### config.mk
export PLATFORM = sky130hd
export DESIGN_NAME = stream_fanout_buf
export DESIGN_NICKNAME = d
export VERILOG_FILES = /design/src/rtl/stream_fanout_buf.sv
export SDC_FILE = /design/constraint.sdc
export NUM_CORES = 1
export LEC_CHECK = 0
export ABC_AREA = 1
export CAP_MARGIN = 30
export CORE_MARGIN = 1
export CORE_UTILIZATION = 30
export CTS_BUF_LIST = sky130_fd_sc_hd__clkbuf_16
export DETAILED_ROUTE_END_ITERATION = 12
export GPL_ROUTABILITY_DRIVEN = 0
export PLACE_DENSITY_LB_ADDON = 0.25
export SLEW_MARGIN = 0
export SYNTH_ARGS = -nofsm -noshare
export SYNTH_HDL_FRONTEND = slang
export SYNTH_SLANG_ARGS = --single-unit
export TNS_END_PERCENT = 10
### constraint.sdc
create_clock -name clk -period 1.7 [get_ports clk]
set_input_delay 0.51 -clock clk [delete_from_list [all_inputs] [get_ports clk]]
set_output_delay 0.51 -clock clk [all_outputs]
set_load 0.01 [all_outputs]
### src/rtl/stream_fanout_buf.sv
// stream_fanout_buf: registered N-way broadcast ("lazy fork") of one
// valid/ready stream to CHANNELS consumers. Each consumer has its own
// back-pressure. Each enabled consumer sees every beat exactly once, in order.
//
// One holding register stores the beat. A per-channel done flag records
// which channels have already taken it. The beat retires when every channel
// is disabled, done, or taking in this cycle. A new beat can load in the same
// cycle, so throughput is one beat per cycle when all enabled channels are
// ready. The path from input to out_valid is always registered.
//
// Optional feature, macro STREAM_FANOUT_STATS_EN:
//   Adds parameter CNT_W, input cnt_clr and output beat_cnt. These are
//   per-channel counters of delivered beats; they wrap around.
//
// Ports:
//   clk, rst             clock; synchronous active-high reset
//   in_data/valid/ready  producer stream
//   chan_en              per-channel enable, sampled every cycle
//   out_data/valid/ready consumer streams; channel i uses [i*DATA_W +: DATA_W]
//   busy                 holding register occupied
//   cnt_clr, beat_cnt    counter clear / counts (stats build only)
module stream_fanout_buf #(
  parameter int DATA_W   = 8,
  parameter int CHANNELS = 2
`ifdef STREAM_FANOUT_STATS_EN
  , parameter int CNT_W  = 16
`endif
) (
  input  logic                         clk,
  input  logic                         rst,
  input  logic [DATA_W-1:0]            in_data,
  input  logic                         in_valid,
  output logic                         in_ready,
  input  logic [CHANNELS-1:0]          chan_en,
  output logic [CHANNELS*DATA_W-1:0]   out_data,
  output logic [CHANNELS-1:0]          out_valid,
  input  logic [CHANNELS-1:0]          out_ready,
`ifdef STREAM_FANOUT_STATS_EN
  input  logic                         cnt_clr,
  output logic [CHANNELS*CNT_W-1:0]    beat_cnt,
`endif
  output logic                         busy
);

  logic [DATA_W-1:0]   buf_data_q, buf_data_d;
  logic                buf_valid_q, buf_valid_d;
  logic [CHANNELS-1:0] done_q, done_d;
  logic [CHANNELS-1:0] take;
  logic                retire, load;

  // Enable is not latched per beat. Dropping chan_en[i] removes channel i
  // from the retire condition. Raising it before done[i] is set exposes the
  // beat to channel i.
  assign out_valid = {CHANNELS{buf_valid_q}} & chan_en & ~done_q;
  assign take      = out_valid & out_ready;
  assign retire    = buf_valid_q & (&(~chan_en | done_q | take));
  assign in_ready  = ~rst & (~buf_valid_q | retire);
  assign load      = in_valid & in_ready;
  assign busy      = buf_valid_q;

  always_comb begin
    buf_data_d  = buf_data_q;
    buf_valid_d = buf_valid_q;
    if (load) begin
      buf_data_d  = in_data;
      buf_valid_d = 1'b1;
    end else if (retire) begin
      buf_valid_d = 1'b0;
    end
    done_d = retire ? '0 : (done_q | take);
  end

  always_ff @(posedge clk) begin
    if (rst) begin
      buf_data_q  <= '0;
      buf_valid_q <= 1'b0;
      done_q      <= '0;
    end else begin
      buf_data_q  <= buf_data_d;
      buf_valid_q <= buf_valid_d;
      done_q      <= done_d;
    end
  end

  for (genvar i = 0; i < CHANNELS; i++) begin : g_out
    assign out_data[i*DATA_W +: DATA_W] = buf_data_q;
  end

`ifdef STREAM_FANOUT_STATS_EN
  for (genvar i = 0; i < CHANNELS; i++) begin : g_cnt
    logic [CNT_W-1:0] cnt_q, cnt_d;
    // A clear in the same cycle as a take wins; the take is not counted.
    always_comb begin
      cnt_d = cnt_q;
      if (cnt_clr)      cnt_d = '0;
      else if (take[i]) cnt_d = cnt_q + 1'b1;
    end
    always_ff @(posedge clk) begin
      if (rst) cnt_q <= '0;
      else     cnt_q <= cnt_d;
    end
    assign beat_cnt[i*CNT_W +: CNT_W] = cnt_q;
  end
`endif

endmodule

After elaboration in Yosys (flattened, before gate mapping)
Index checks and enable logic that the tools add are counted.
{"block": "word_totals", "regBits": 11, "in_bits": 15, "out_inout_bits": 20, "word_cells": 22}
{"block": "classes", "n_mux": 2, "bitwise": 14, "n_reduce_logical": 3}
{"cell": "AND 2 bit", "n": 3}
{"cell": "OR 2 bit", "n": 3}
{"cell": "inverter 2 bit", "n": 2}
{"cell": "AND 1 bit", "n": 3}
{"cell": "two-way mux 1 bit", "n": 2}
{"cell": "inverter 1 bit", "n": 2}
{"cell": "AND reduction 2 bit", "n": 1}
{"cell": "nonzero test 2 bit", "n": 1}
{"cell": "OR reduction 2 bit", "n": 1}
{"cell": "OR 1 bit", "n": 1}

Logic depth before layout (Yosys ltp)
Gate-level depths: netlist (run 1).
{"block": "logic_depth", "word_depth": 10, "depth_mapped": 8}

Worst setup path before layout (run 1)
OpenSTA, ideal clock, no wires.
{"block": "synth_timing", "kind": "register -> output", "start": "register buf_valid_q (netlist: busy)", "end": "output port in_ready", "arrival_time_ns": 1.011, "t_required_ns": 1.190, "setup_slack_ns": 0.179, "path_stages_with_launch": 5, "path_buffers": 0, "path_cell_list": "dfxtp_1 -> inv_2 -> o21ai_2 -> nand2_2 -> a21oi_1"}
{"block": "synth_between", "elab_chain_cells": 8, "word_cells_on_any_way": 9}
{"element": "start: declaration", "line": "46", "source": "logic buf_valid_q, buf_valid_d;"}
{"element": "start signal: assignment", "line": "80", "source": "buf_valid_q <= buf_valid_d;"}
{"element": "AND 2 bit (2 in a row)", "line": "54", "source": "assign out_valid = {CHANNELS{buf_valid_q}} & chan_en & ~done_q;"}
{"element": "AND 2 bit", "line": "55", "source": "assign take = out_valid & out_ready;"}
{"element": "OR 2 bit", "line": "56", "source": "assign retire = buf_valid_q & (&(~chan_en | done_q | take));"}
{"element": "AND reduction 2 bit", "line": "56"}
{"element": "AND 1 bit", "line": "56"}
{"element": "OR 1 bit *", "line": "57", "source": "assign in_ready = ~rst & (~buf_valid_q | retire);"}
{"element": "AND 1 bit *", "line": "57"}
{"element": "end: declaration", "line": "33", "source": "output logic in_ready,"}
Mark *: on every way between the ends. The rest lies on a longest branch, timed or not.

Final worst setup path (run 1)
{"block": "layout_timing", "start": "register buf_data_q[6]", "end": "output port out_data[14]"}
{"element": "start: declaration", "line": "45", "source": "logic [DATA_W-1:0] buf_data_q, buf_data_d;"}
{"element": "start signal: assignment", "line": "79", "source": "buf_data_q <= buf_data_d;"}
{"element": "end: declaration", "line": "35", "source": "output logic [CHANNELS*DATA_W-1:0] out_data,"}
No word-level cell between the ends.

==> summary.md, run 1 <==
| Metric | Value |
|---|---|
| TritonCTS buffer count | 3 |
| Count of boundary I/O pins | 35 |
| Initial DRT Pass Iterations | 3 |
| Routed via count | 625 |
| Hold/Removal Path Class | reg2reg |
| Clock tree from TritonCTS | done |
| Top cell family by delay on the critical path | buffers and inverters |
| Top library cells by usage in the layout, fill and taps aside | sky130_fd_sc_hd__clkdlybuf4s50_1 (25), sky130_fd_sc_hd__nand2_1 (16), sky130_fd_sc_hd__inv_1 (12), sky130_fd_sc_hd__dfxtp_1 (11), sky130_fd_sc_hd__nor2_1 (10) |
| Wire length of the first global-routing pass | 2100 um |
| Sequential standard cell area | 220 um2 |
| Net count reported at finish | 136 |
| GRT overflow | 0 |
| Number of vias per cell after detailed routing | 4.25 |
| Die W | 47.3 um |
| Largest clock skew in the final design | 0.000950 ns |
| Critical Path End | out_data[14] |
| Required time of the worst setup path | 1.19 ns |
| Yosys synthesis warning count | 0 |
| Transition time at the pin with the least slew margin | 0.311 ns |
| Leading cell type in the layout, fill and taps excluded | sky130_fd_sc_hd__clkdlybuf4s50_1 |
| Count of clock tree sinks | 11 |
| Worst IR Drop VDD | 0.000589 V |
| Max-cap violation count | 0 |
| Final max-slew violation count | 0 |
| Max Clock Freq | 608 MHz |
| Number of flip-flops and latches in the synthesized netlist | 11 |
| Setup crit start kind | register |
| Reg2reg start | busy |
| Crit-path max FO | 3 |
| Capture point of the worst reg-to-reg path | buf_data_q[3] |
| Crit. path cell count | 1 |
| CTS max path bufs | 2 |
| Slowest stage cell on the critical path | sky130_fd_sc_hd__clkdlybuf4s50_1 |
| Reg clk slew, reported paths | 0.04 ns |
| Delay contributed by the slowest stage of the critical path | 0.55 ns |
| Leak pwr | 0.000476 uW |
| Critical path start-end classification | reg2out |
| HPWL after DPL | 1070 um |
| Critical path startpoint | buf_data_q[6] |
| Outcome | finished, final reports clean |
| Number of instances in the synthesized netlist | 84 |
| Placeable core area | 0.00194 mm2 |
| Cts-stage hold buffer count | 0 |
| Die Footprint | 0.00224 mm2 |
| Post-route design area | 0.00102 mm2 |
| Count of different cell masters after synthesis | 17 |
| Endpoint type of the worst setup path | primary output |
| Post-Syn Area per Cell | 7.33 um2 |
| Multi-input logic area | 262 um2 |
| Die height | 47.3 um |
| Initial Util | 31.7% |
| Via count of the first global-routing pass | 535 |
| Number of violations reported at the end of detailed-routing iteration 0 | 3 |
| Final period demand of the worst path | 1.64 ns |
| Final period utilization | 96.7% |
| Layout fillers | 209 |
| Number of cells traversed by the worst register-to-register path | 8 |
| Worst hold stages | 4 |
| Relative max-transition margin | 79.2% |
| Number of diodes | 0 |
| Cell Pwr Density | 902 mW/mm2 |
| Level count of the clock H-tree | 1 |
| Clk_lat worst skew | 0.24 ns |
| Count of input and output buffers | 34 |
| Post-synth design cell area | 616 um2 |
| Sequential cell area fraction in the yosys report | 35.8% |
| Unrepaired setup endpoints after global routing | no |
| Number of buffer and inverter instances along the worst setup path | 1 |
| Fraction of layout instances using a drive strength above 1 | 25.8% |
| Layout overhead on the synthesized area | 65.2% |
| List of cells traversed by the critical path | clkdlybuf4s50_1 |
| Net count after synthesis | 99 |
| Maximum number of pins on one net before global-route repair | 11 |
| DRC violations left | 0 |
| Initial antenna violation count | 0 |
| Global-route total usage across every layer | 13.8% |
| # rows | 16 |
| Final hold violation count | 0 |
| Minimum setup slack among reg-to-reg paths | 0.45 ns |
| Instance area at placement | 963 um2 |
| Post-Route Setup TNS | 0 ns |
| Post-detailed-routing wire length | 1460 um |
| Cell at the root of the clock tree | sky130_fd_sc_hd__clkbuf_16 |
| Number of endpoints failing setup at the final stage | 0 |
| Routed len/inst | 9.93 um |
| Worst endpoint data arrival time | 1.13 ns |
| Count of nets left with antenna violations after detail routing | 0 |
## per-layer routing
| layer | part of all wire, % | up-vias | global-route usage, % |
|---|---|---|---|
| li1 | - | 328 | - |
| met1 | 43 | 271 | 14.7 |
| met2 | 50 | 22 | 24.1 |
| met3 | 5.6 | 4 | 3.46 |
| met4 | 1.7 | 0 | 8.57 |
| met5 | 0 | - | 0 |
## logic make-up after synthesis
family	after synthesis	synth area share [%]
buf+inv	25	23.2
compound gates	7	6.91
simple gates	41	34.1
flops	11	35.8
## how the worst min path moves through the flow
stage / from / endpoint
finish: buf_data_q[5] / buf_data_q[5]
global route: out_ready[1] / done_q[1]
CTS: buf_data_q[0] / buf_data_q[0]
detailed placement: buf_data_q[6] / buf_data_q[6]
global placement: done_q[0] / done_q[0]
floorplan: done_q[0] / done_q[0]
## report_power, final
part | switching [uW] | total (uW) | internal, uW | leakage, uW
clock | 115 | 423 | 309 | 0.0000423
combinational | 89.5 | 202 | 113 | 0.000343
sequential | 13.7 | 292 | 278 | 0.0000906
total | 218 | 917 | 699 | 0.000476
## cells in the mapped netlist, drive strengths merged
cell type,count,share of area [%]
clkinv,1,0.61
dfxtp,11,36
nor3,2,3.3
clkbuf,1,2.2
nor2,12,7.3
inv,14,8.5
nand4,8,8.1
buf,8,9.8
o21ai,3,3.7
nand2,18,13
nand3,1,2.8
a21oi,4,3.3
dlymetal6s2s,1,2.0
## area by class of cell
| type | instances | share of cell area, % |
|---|---|---|
| timing repair buffer | 42 | 36.0 |
| multi-input combinational | 48 | 25.7 |
| sequential | 11 | 21.6 |
| clock buffer | 3 | 7.38 |
| inverter | 15 | 5.54 |
| tap | 27 | 3.32 |
| clock inverter | 1 | 0.369 |
## worst reg2reg max path, stage by stage (launching register included)
cell and delay, ns:
sky130_fd_sc_hd__dfxtp_1 0.34, sky130_fd_sc_hd__inv_2 0.07, sky130_fd_sc_hd__o21ai_2 0.14, sky130_fd_sc_hd__nand2_2 0.07
sky130_fd_sc_hd__buf_4 0.14, sky130_fd_sc_hd__nand2_4 0.12, sky130_fd_sc_hd__nand3_4 0.13, sky130_fd_sc_hd__nand2_1 0.09
sky130_fd_sc_hd__nand2_1 0.05
## state kept, by name, summed over array words and instances (netlist names)
name and cells:
buf_data_q 8, done_q 2, busy 1
## through the flow
stage	utilization [%]	power, uW	setup WS, ns	hold slack, ns	cells
final	52.4	917	0.0560	0.535	147
after global routing	52.4	956	0.00165	0.564	147
after CTS	53.0	931	-0.0565	0.537	147
after detailed placement	49.6	506	-0.742	0.528	143
after global placement	49.6	503	-0.697	0.519	143
after floorplan	-	399	0.179	0.494	84
## what timing repair did
action / CTS / global route
endpoints found under the setup margin: 4 / 2
gates resized for setup: 22 / 9
pin swaps: 4 / 4
setup buffers: 0 / 0
Note: power is estimated with default switching activity, not from simulation.
==> run 2: changes to the inputs <==
--- a/config.mk
+++ b/config.mk
@@ -6,7 +6,7 @@
 export NUM_CORES = 1
 export LEC_CHECK = 0
 export ABC_AREA = 1
-export CAP_MARGIN = 30
+export CAP_MARGIN = 10
 export CORE_MARGIN = 1
 export CORE_UTILIZATION = 30
 export CTS_BUF_LIST = sky130_fd_sc_hd__clkbuf_16
@@ -17,4 +17,3 @@
 export SYNTH_ARGS = -nofsm -noshare
 export SYNTH_HDL_FRONTEND = slang
 export SYNTH_SLANG_ARGS = --single-unit
-export TNS_END_PERCENT = 10
==> results of run 2 <==
No change in the layout: final DEF, timing and power equal those of run 1.
==> run 3: changes to the inputs <==
--- a/config.mk
+++ b/config.mk
@@ -12,6 +12,7 @@
 export CTS_BUF_LIST = sky130_fd_sc_hd__clkbuf_16
 export DETAILED_ROUTE_END_ITERATION = 12
 export GPL_ROUTABILITY_DRIVEN = 0
+export HOLD_SLACK_MARGIN = 0.06
 export PLACE_DENSITY_LB_ADDON = 0.25
 export SLEW_MARGIN = 0
 export SYNTH_ARGS = -nofsm -noshare
==> results of run 3 <==
No change in the layout: final DEF, timing and power equal those of run 1.
